`src/rtl/fb_pkg.sv`:
```
// Shared types and constants for the frame-buffer write path.
package fb_pkg;

  typedef logic [7:0] pixel_t;

  typedef enum logic [1:0] {
    IDLE,
    LOAD,
    DONE
  } fb_wr_state_t;

  localparam int     FB_ADDR_W   = 16;
  localparam pixel_t FB_BG_PIXEL = 8'h7E;

endpackage

```
`src/rtl/fb_raster_counter.sv`:
```
// Raster position counter: tracks row/col and the matching linear RAM address,
// flagging the final pixel of the frame.
module fb_raster_counter
  import fb_pkg::*;
#(
  parameter int IMG_W  = 256,
  parameter int IMG_H  = 256,
  parameter int ADDR_W = FB_ADDR_W
) (
  input  logic              clk,
  input  logic              reset,
  input  logic              clear,
  input  logic              enable,
  output logic [ADDR_W-1:0] addr,
  output logic              last
);

  localparam int COL_W = (IMG_W > 1) ? $clog2(IMG_W) : 1;
  localparam int ROW_W = (IMG_H > 1) ? $clog2(IMG_H) : 1;
  localparam logic [COL_W-1:0] COL_LAST = COL_W'(IMG_W - 1);
  localparam logic [ROW_W-1:0] ROW_LAST = ROW_W'(IMG_H - 1);

  logic [COL_W-1:0] col;
  logic [ROW_W-1:0] row;

  assign last = (row == ROW_LAST) && (col == COL_LAST);

  // Stepping the address by one per pixel keeps it equal to row*IMG_W+col
  // without a multiplier; after the final pixel everything returns to 0.
  always_ff @(posedge clk) begin
    if (reset || clear) begin
      col  <= '0;
      row  <= '0;
      addr <= '0;
    end else if (enable) begin
      if (last) begin
        col  <= '0;
        row  <= '0;
        addr <= '0;
      end else begin
        addr <= addr + 1'b1;
        if (col == COL_LAST) begin
          col <= '0;
          row <= row + 1'b1;
        end else begin
          col <= col + 1'b1;
        end
      end
    end
  end

endmodule

```
`src/rtl/frame_buffer_writer.sv`:
```
// Streams a raster-ordered pixel frame into the frame-buffer RAM, yielding to the drawer.
// Optional running pixel checksum enabled by defining FB_WRITER_CKSUM_EN.
module frame_buffer_writer
  import fb_pkg::*;
#(
  parameter int IMG_W  = 256,
  parameter int IMG_H  = 256,
  parameter int ADDR_W = FB_ADDR_W
) (
  input  logic              clk,
  input  logic              reset,
  input  logic              start,
  input  logic              draw_active,
  input  logic              in_valid,
  input  logic [7:0]        in_pixel,
  output logic              in_ready,
  output logic [ADDR_W-1:0] mem_addr,
  output logic [7:0]        mem_data,
  output logic              mem_wren,
  output logic              busy,
  output logic              frame_done,
  output logic [15:0]       checksum
);

  if (longint'(IMG_W) * longint'(IMG_H) > (longint'(1) << ADDR_W)) begin : g_size_check
    $error("frame_buffer_writer: IMG_W*IMG_H does not fit in ADDR_W address bits");
  end

  fb_wr_state_t      state;
  logic              accept;
  logic              frame_start;
  logic [ADDR_W-1:0] cnt_addr;
  logic              cnt_last;

  // The drawer owns the RAM whenever draw_active is high, so back-pressure the source then.
  assign in_ready    = (state == LOAD) && !draw_active;
  assign accept      = in_valid && in_ready;
  assign frame_start = (state == IDLE) && start;

  fb_raster_counter #(
    .IMG_W (IMG_W),
    .IMG_H (IMG_H),
    .ADDR_W(ADDR_W)
  ) u_counter (
    .clk   (clk),
    .reset (reset),
    .clear (frame_start),
    .enable(accept),
    .addr  (cnt_addr),
    .last  (cnt_last)
  );

  always_ff @(posedge clk) begin
    if (reset) begin
      state      <= IDLE;
      mem_addr   <= '0;
      mem_data   <= '0;
      mem_wren   <= 1'b0;
      busy       <= 1'b0;
      frame_done <= 1'b0;
    end else begin
      mem_wren   <= accept;
      frame_done <= 1'b0;
      if (accept) begin
        mem_addr <= cnt_addr;
        mem_data <= in_pixel;
      end
      case (state)
        IDLE: begin
          if (start) begin
            state <= LOAD;
            busy  <= 1'b1;
          end
        end
        LOAD: begin
          if (accept && cnt_last) begin
            state      <= DONE;
            busy       <= 1'b0;
            frame_done <= 1'b1;
          end
        end
        DONE:    state <= IDLE;
        default: state <= IDLE;
      endcase
    end
  end

`ifdef FB_WRITER_CKSUM_EN
  always_ff @(posedge clk) begin
    if (reset || frame_start) begin
      checksum <= '0;
    end else if (accept) begin
      checksum <= checksum + {8'h00, in_pixel};
    end
  end
`else
  assign checksum = '0;
`endif

endmodule

```
`config.mk`:
```
export PLATFORM = sky130hd
export DESIGN_NAME = frame_buffer_writer
export DESIGN_NICKNAME = d
export VERILOG_FILES = /design/src/rtl/fb_pkg.sv /design/src/rtl/fb_raster_counter.sv /design/src/rtl/frame_buffer_writer.sv
export SDC_FILE = /design/constraint.sdc
export NUM_CORES = 1
export LEC_CHECK = 0
export ABC_AREA = 0
export BUFFER_PORTS_ARGS = -buffer_cell sky130_fd_sc_hd__buf_2
export CORE_AREA = 5 5 80 82
export CTS_CLUSTER_DIAMETER = 200
export CTS_CLUSTER_SIZE = 30
export DETAILED_ROUTE_END_ITERATION = 8
export DIE_AREA = 0 0 85 87
export GPL_TIMING_DRIVEN = 0
export PLACE_DENSITY = 0.74
export SYNTH_ARGS = -nofsm -noshare
export SYNTH_HDL_FRONTEND = slang
export SYNTH_SLANG_ARGS = --single-unit
```
`constraint.sdc`:
```
create_clock -name clk -period 1.9 [get_ports clk]
set_clock_uncertainty 0.2 [all_clocks]
set_input_delay 0.38 -clock clk [delete_from_list [all_inputs] [get_ports clk]]
set_output_delay 0.38 -clock clk [all_outputs]
set_load 0.02 [all_outputs]
```
# [Word-level counts from Yosys, hierarchy flattened]
# Index checks and enable logic that the tools add are counted.
[word_totals] reg_bits=61 latch_bits=0 ramBits=0 mem_bits_ro=0 in_bits=13 out_inout_bits=44 elab_cells=44 n_memories=0
[classes] add_sub_neg=3 n_mul=0 div=0 order_cmp=0 n_eq_ne=5 shift=0 mux=12 n_bitwise=1 reduce_logical=14
[op_table] op="$mux 8" count=4
[op_table] op="$add 16x1->16 const B" count=1
[op_table] op="$add 8x1->8 const B" count=2
[op_table] op="$eq 8x8->1 const B" count=2
[op_table] op="$mux 16" count=1
[op_table] op="$logic_and 1x1->1" count=5
[op_table] op="$mux 2" count=2
[op_table] op="$pmux 2 s2" count=1
[op_table] op="$reduce_and 2->1" count=2
[op_table] op="$reduce_bool 2->1" count=2
[op_table] op="$mux 1" count=3
[op_table] op="$reduce_and 3->1" count=1
[op_table] op="$eq 2x1->1 const B" count=1
[op_table] op="$logic_not 2->1" count=1
[op_table] op="$ne 2x1->1 const B" count=1
[op_table] op="$ne 2x2->1 const B" count=1
[op_table] op="$pmux 1 s2" count=1
[op_table] op="$reduce_or 2->1" count=1
[op_table] op="$logic_not 1->1" count=1
[op_table] op="$logic_or 1x1->1" count=1
[op_table] op="$not 1->1" count=1

# [Logic depth before layout (Yosys ltp)]
# Gate-level depths: netlist (run 1).
[depth] depth_word=6 ltp_mapped=7 ltp_nobuf=5

# [Modules after synthesis]
# A second synthesis (run 1) with hierarchy kept.
[unflattened] hier_cells=306 hier_area_um2=2879.0
[modules_own_cells] mod="fb_raster_counter" instances=1 cells_each=168 area_each_um2=1491.4
[modules_own_cells] mod="frame_buffer_writer" instances=1 cells_each=138 area_each_um2=1387.6

# [Worst setup path before layout (run 1)]
# OpenSTA, ideal clock, no wires.
[synth_timing] path_type="reg2reg" from="reg u_counter.row[0]" to="reg u_counter.addr[10]" arrival_ns=1.593 required_time_ns=1.585 slack_ns=-0.008 path_stages_with_launch=8 path_buffers=2 synth_period_minus_slack_ns=1.908 cell_sequence="dfxtp_1 ha_1 nand3_1 or3_1 clkbuf_1 o21ai_4 buf_4 nor2_1"
[synth_via] elab_chain_len=3
[synth_rtl] element="start: declaration" line_no="fb_raster_counter.sv:24" text="logic [ROW_W-1:0] row;"
[synth_rtl] element="start signal: assignment" line_no="fb_raster_counter.sv:44" text="row <= row + 1'b1;"
[synth_rtl] element="$eq 8x8->1" line_no="fb_raster_counter.sv:26" text="assign last = (row == ROW_LAST) && (col == COL_LAST);"
[synth_rtl] element="$logic_and 1x1->1" line_no="fb_raster_counter.sv:26"
[synth_rtl] element="$mux 16" line_no="fb_raster_counter.sv:36" text="if (last) begin"
[synth_rtl] element="end signal: assignment" line_no="fb_raster_counter.sv:41" text="addr <= addr + 1'b1;"
[synth_rtl] element="end: declaration" line_no="fb_raster_counter.sv:14" text="output logic [ADDR_W-1:0] addr,"
# No other way between the ends.
# A chain may end at the register's enable or synchronous reset.

# [Worst setup path in the final report (run 1)]
[layout_timing] from="reg state[1]" to="reg u_counter.row[7]"
[layout_via] elab_chain_len=4 word_cells_on_any_way=7
[layout_rtl] element="start: declaration" line_no="frame_buffer_writer.sv:29" text="fb_wr_state_t state;"
[layout_rtl] element="start signal: assignment" line_no="frame_buffer_writer.sv:55" text="state <= IDLE;"
[layout_rtl] element="start signal: assignment" line_no="frame_buffer_writer.sv:71" text="state <= LOAD;"
[layout_rtl] element="start signal: assignment" line_no="frame_buffer_writer.sv:77" text="state <= DONE;"
[layout_rtl] element="$eq 2x1->1" line_no="frame_buffer_writer.sv:36" text="assign in_ready = (state == LOAD) && !draw_active;"
[layout_rtl] element="$logic_and 1x1->1" line_no="frame_buffer_writer.sv:36"
[layout_rtl] element="$logic_and 1x1->1" line_no="frame_buffer_writer.sv:37" text="assign accept = in_valid && in_ready;"
[layout_rtl] element="$reduce_and 2->1 (no line)"
# Parallel ways exist; a longest one is shown, timed or not.

==> results of run 1 <==
==> worst max-delay path: cells and delay by family, from the launching register on <==
family,cells,cell delay [ps]
AO/OA/AOI/OAI,1,130
buffers and inverters,1,140
flip-flops,1,340
AND/OR/NAND/NOR,3,1020
==> routing by layer <==
layer	GRT usage	vias up	routed length (µm)
li1	-	1167	-
met1	0.182	1025	2510
met2	0.257	52	2660
met3	0.0520	12	375
met4	0.0705	0	110
met5	0	-	0
==> report_power, final <==
group | switching, mW | total (mW) | leakage [nW] | internal (mW)
logic | 0.107 | 0.173 | 0.722 | 0.0657
clock network | 0.490 | 1.20 | 0.106 | 0.711
registers | 0.00657 | 1.29 | 0.498 | 1.29
total | 0.603 | 2.67 | 1.33 | 2.06
==> stage by stage <==
stage / hold slack [ps] / utilization / area [µm²] / power, mW / setup TNS [ps]
2_1_floorplan: 240 / - / 2680 / 1.44 / 0
3_3_place_gp: 238 / 0.524 / 2970 / 1.48 / -4770
3_5_place_dp: 244 / 0.524 / 2970 / 1.48 / -5350
4_1_cts: 62.6 / 0.566 / 3210 / 2.68 / 0
5_1_grt: 72.5 / 0.590 / 3350 / 2.76 / -161
6_report: 70.8 / 0.590 / 3350 / 2.67 / 0
==> Yosys cell counts (2+ instances only) <==
master     n  area [µm²]
dfxtp_1   61        1220
a21oi_1   36         180
or3_1      5        31.3
ha_1       3        37.5
or2_1      2        12.5
xnor2_1    7        61.3
nor4_1     6        37.5
nand2_1   60         225
clkbuf_1   9        33.8
and4_1     2        17.5
nand3_1    9        45.0
nor3b_1    2        15.0
xor2_1    10        87.6
nor3_1     7        35.0
buf_2      5        25.0
o31ai_1    5        37.5
mux2i_1    3        30.0
buf_4     18         135
nand4_1    6        37.5
and2_1     2        12.5
or4_1      5        37.5
nor2_1    23        86.3
o21ai_0    6        30.0
inv_1      4        15.0
==> worst max path at each step <==
stage	start	cells past startpoint	endpoint	slack (ps)
after floorplan	u_counter.row[0]	6	u_counter.addr[12]	10
after global placement	u_counter.row[0]	6	u_counter.addr[12]	-330
after detailed placement	u_counter.row[0]	6	u_counter.addr[12]	-380
after CTS	state[1]	5	u_counter.row[5]	4
after global routing	state[1]	6	u_counter.row[7]	-60
final	state[1]	5	u_counter.row[7]	8
==> registers in the layout (all words and copies together), names as in the netlist <==
signal,count
mem_addr,16
u_counter.addr,16
mem_data,8
u_counter.col,8
u_counter.row,8
state,2
busy,1
frame_done,1
mem_wren,1
==> cell families after synthesis <==
| group | Yosys count | share of synthesized area |
|---|---|---|
| simple gates | 137 | 0.265 |
| flops | 61 | 0.466 |
| compound gates | 50 | 0.106 |
| buf+inv | 36 | 0.0797 |
| xor+xnor | 17 | 0.0568 |
| fa+ha+maj | 3 | 0.0143 |
| mux | 3 | 0.0115 |
| other cells | 1 | 0.00143 |
==> cell type report <==
| cell class | count | area, µm² |
|---|---|---|
| inverters | 4 | 15.0 |
| plain buffers | 30 | 198 |
| multi-input cells | 226 | 1310 |
| well taps | 75 | 93.8 |
| clock inverters | 3 | 42.5 |
| repair buffers | 49 | 275 |
| flip-flops and latches | 61 | 1240 |
| fillers | 520 | 2330 |
| clock buffers | 13 | 169 |
==> repair_timing <==
action	CTS	global route
buffers inserted	1	7
cloned	0	1
pin swaps	2	9
endpoints found under the setup margin	22	36
resized for setup	6	28
hold endpoints to repair	0	0
==> impl_metrics.csv, run 1 <==
group,metric,value,unit
die,core-area,5680,µm²
finish,instances_no_fill,461,
timing,hold_viol,0,
die,die_area,7400,µm²
critical_path,cpMaxStageDelayCell,"or4_1",
finish,final_cell_mix,"nand2_1 (60), dfxtp_1 (50), buf_2 (43), a21oi_1 (35), buf_4 (24)",
finish,nNetsFinal,397,
status,status,"finished clean",
critical_path,crit_path_start_kind,"flip-flop",
timing,rsz0062_at_grt,"true",
clocking,cts_made_buffers,9,
finish,diodes,0,
critical_path,cp_cell_sequence,"and4bb_1 > buf_6 > nand4_4 > or4_1 > a21oi_1",
die,initial_core_util,0.462,
drt,vias_per_cell,4.89,
clocking,cts.path.max_buffers,2,
drt,wl_per_cell,12.3,µm
clocking,cts_htree_levels,3,
global_routing,grt_overflow,0,
synthesis,netlist_instances,308,
drt,drtIter0Drc,82,
drt,ant_nets,0,
die,io_pins,57,
pwr,p_per_area,797,nW/µm²
critical_path,worst-r2r-setup-slack,8,ps
synthesis,synth_area_per_cell,8.51,µm²
die,fp.dieH,87,µm
min_path,whs_path_depth,3,
synthesis,ys_warn_count,0,
place,place_ws,-385,ps
timing,maxSlewViolCount,0,
timing,tightest_slew,527,ps
timing,setup_viol_count_final,0,
clocking,root_buffer,"clkbuf_8",
min_path,holdPathEnd,"mem_data[0]",
global_routing,grt_pass1_wl,9.14,mm
pwr,p_leak,1.33,nW
drt,first_pass_iters,4,
drt,drc,0,
critical_path,reg2reg_depth,5,
place,dp_hpwl,3.89,mm
critical_path,arrival,1960,ps
timing,max_slew_margin,0.648,
die,rows,28,
critical_path,crit_type,"flip-flop to flip-flop",
critical_path,r2r_end,"u_counter.row[7]",
timing,postLayoutSetupSlackWorst,7.85,ps
synthesis,ys_seq_area_frac,0.466,
clocking,clk_pin_slew,70,ps
global_routing,track_usage,0.155,
min_path,min_path_type,"input port to flip-flop",
global_routing,grt_start_max_net_pins,11,
synthesis,synth_edf_count,0,
min_path,hold_start,"in_pixel[0]",
finish,drive_gt1_frac,0.290,
global_routing,antenna_found_initial,0,
clocking,clk_latency,340,ps
synthesis,synth-main-ff-cell,"dfxtp_1",
synthesis,synth_area,2620,µm²
timing,period_share,0.996,
synthesis,synth_cell_type_count,36,
critical_path,r2r_start,"state[1]",
synthesis,synth-seq-cells,61,
critical_path,slowest_delay,550,ps
finish,syn2layout_area_growth,27.6,%
die,die_x,85,µm
drt,drt_wl_total,5.66,mm
finish,final_common_cell,"nand2_1",
pwr,vdd_drop_max,0.450,mV
place,dp_cells,438,
timing,min_period,1890,ps
job,max_cap_viol_count,0,
timing,fmax,528,MHz
synthesis,synthArstFlopShare,0,
place,io_buffers,40,
critical_path,cp.required,1960,ps
global_routing,grt_pass1_vias,2089,
clocking,cts_tree,"done",
drt,vias,2256,
critical_path,critPathMaxFanout,8,
clocking,clock_sinks,61,
critical_path,end_kind,"flip-flop",
place,gp_congestion,0.796,
clocking,cts_hold_buf,0,
No activity file was read; power rests on OpenSTA's default activity.
==> run 2, diff against run 1 <==
--- a/config.mk
+++ b/config.mk
@@ -7,13 +7,14 @@
 export LEC_CHECK = 0
 export ABC_AREA = 0
 export BUFFER_PORTS_ARGS = -buffer_cell sky130_fd_sc_hd__buf_2
-export CORE_AREA = 5 5 80 82
+export CORE_AREA = 5 5 79 81
+export CTS_BUF_LIST = sky130_fd_sc_hd__clkbuf_4 sky130_fd_sc_hd__clkbuf_8
 export CTS_CLUSTER_DIAMETER = 200
 export CTS_CLUSTER_SIZE = 30
 export DETAILED_ROUTE_END_ITERATION = 8
-export DIE_AREA = 0 0 85 87
+export DIE_AREA = 0 0 84 86
 export GPL_TIMING_DRIVEN = 0
-export PLACE_DENSITY = 0.74
+export PLACE_DENSITY = 0.75
 export SYNTH_ARGS = -nofsm -noshare
 export SYNTH_HDL_FRONTEND = slang
 export SYNTH_SLANG_ARGS = --single-unit
==> run 2 against run 1 <==
  * Combinational power hardly changed
  * Count of clock-buffer cells in the layout decreased by 2
  * Power decreased by 9.9%
  * Via count rose by 1.3%
  * Wire length decreased by 1.3%
  * Sequential share of layout area grew 0.84 points
  * Critical path type unchanged
  * Sequential power hardly changed
==> impl_metrics.csv, run 2 (synthesis gave the netlist of run 1 again) <==
group,metric,value,unit
status,status,"finished clean",
place,dp_cells,435,
pwr,power_frac_seq,0.539,
clocking,cts_tree,"done",
pwr,switching_power,569,µW
timing,fmax,538,MHz
die,fp.dieH,86,µm
clocking,clk_latency,330,ps
global_routing,track_usage,0.156,
clocking,clk_pin_slew,60,ps
critical_path,worst-r2r-setup-slack,40,ps
pwr,comb_power_share,0.071,
global_routing,grt_pass1_vias,2115,
finish,fillers,500,
drt,drtIter0Drc,136,
clocking,clock_sinks,61,
drt,met1Wirelength,2.57,mm
min_path,min_path_type,"input port to flip-flop",
global_routing,grt_start_max_net_pins,11,
finish,final_common_cell,"nand2_1",
finish,nNetsFinal,395,
die,die_area,7220,µm²
timing,hold_viol,0,
timing,period_share,0.979,
global_routing,grt_overflow,0,
critical_path,crit_type,"flip-flop to flip-flop",
global_routing,grt_pass1_wl,9.24,mm
die,initial_core_util,0.485,
pwr,p_per_area,739,nW/µm²
critical_path,end_kind,"flip-flop",
critical_path,critPathMaxFanout,8,
timing,min_period,1860,ps
global_routing,antenna_found_initial,0,
finish,reg.largest.list,"mem_addr x16, u_counter.addr x16",
pwr,vdd_drop_max,0.367,mV
pwr,power,2.40,mW
drt,vias,2285,
place,dp_hpwl,3.90,mm
drt,wl_met2,2.57,mm
critical_path,crit_path_start_kind,"flip-flop",
drt,ant_nets,0,
die,core-area,5410,µm²
critical_path,arrival,1930,ps
finish,syn2layout_area_growth,24.0,%
die,die_x,84,µm
clocking,cts_made_buffers,9,
drt,met3_length,397,µm
drt,highest_layer,"met4",
finish,instances_no_fill,454,
pwr,p_sw_frac,0.237,
pwr,p_leak,1.30,nW
drt,first_pass_iters,4,
finish,final_cell_mix,"nand2_1 (60), dfxtp_1 (52), buf_2 (43), a21oi_1 (34), nor2_1 (23)",
clocking,root_buffer,"clkbuf_8",
die,io_pins,57,
clocking,cts.path.max_buffers,2,
pwr,p_int,1.83,mW
timing,rsz0062_at_grt,"true",
clocking,cts_htree_levels,3,
place,io_buffers,40,
finish,postLayoutCellArea,3250,µm²
finish,diodes,0,
clocking,cts_hold_buf,0,
finish,drive_gt1_frac,0.288,
job,max_cap_viol_count,0,
pwr,clock_power_share,0.390,
drt,drc,0,
place,gp_congestion,0.821,
place,postPlaceCellArea,2970,µm²
drt,drt_wl_total,5.59,mm
timing,setup_viol_count_final,0,
critical_path,cp.required,1970,ps
drt,wl_per_cell,12.3,µm
die,rows,27,
timing,maxSlewViolCount,0,
drt,vias_per_cell,5.03,
-- run 2: power groups by stage --
| stage | Sequential [mW] | Combinational [mW] | Clock [mW] |
|---|---|---|---|
| after floorplan | 1.33 | 0.108 | 0 |
| after global placement | 1.32 | 0.156 | 0 |
| after detailed placement | 1.32 | 0.157 | 0 |
| after CTS | 1.29 | 0.161 | 0.953 |
| after global routing | 1.30 | 0.186 | 1.02 |
| final | 1.30 | 0.171 | 0.936 |
-- run 2: critical path, stage by stage (launching register included) --
cell and delay [ps]:
dfxtp_2 340, and4bb_1 290, buf_6 130, nand4_4 140, or4_4 570, a21oi_2 120
-- run 2: final timing paths --
check	start	depth (start not counted)	endpoint
worst max register to register	state[1]	5	u_counter.row[5]
worst min register to register	mem_data[3]	2	mem_data[3]
worst max-delay path	state[1]	5	u_counter.row[5]
worst min-delay path	in_pixel[6]	3	mem_data[6]
-- run 2: cell type report --
type | count | area (µm²) | share of cell area
Clock buffer | 11 | 139 | 0.0427
Sequential cell | 61 | 1230 | 0.379
Buffer | 30 | 196 | 0.0604
Inverter | 4 | 15.0 | 0.00462
Timing Repair Buffer | 47 | 256 | 0.0788
Clock inverter | 3 | 15.0 | 0.00462
Multi-Input combinational cell | 226 | 1310 | 0.402
Tap cell | 72 | 90.1 | 0.0277
-- run 2: timing repair --
item | in CTS | in global routing
endpoints found under the setup margin | 22 | 40
setup buffers | 4 | 3
pin swaps | 3 | 6
resized for setup | 6 | 21
cloned | 0 | 0
endpoints found under the hold margin | 0 | 0
-- run 2: through the flow --
step | setup slack (ps) | hold slack, ps | util | setup TNS (ps)
2_1_floorplan | 14.1 | 240 | - | 0
3_3_place_gp | -322 | 239 | 0.549 | -4380
3_5_place_dp | -333 | 244 | 0.549 | -5140
4_1_cts | 5.70 | 79.7 | 0.588 | 0
5_1_grt | -38.6 | 91.0 | 0.602 | -86.6
6_report | 39.7 | 87.3 | 0.602 | 0
-- run 2: per-layer routing --
metal / vias to the layer above / GRT usage
li1: 1164 / -
met1: 1052 / 0.195
met2: 62 / 0.247
met3: 7 / 0.0596
met4: 0 / 0.0585
met5: - / 0
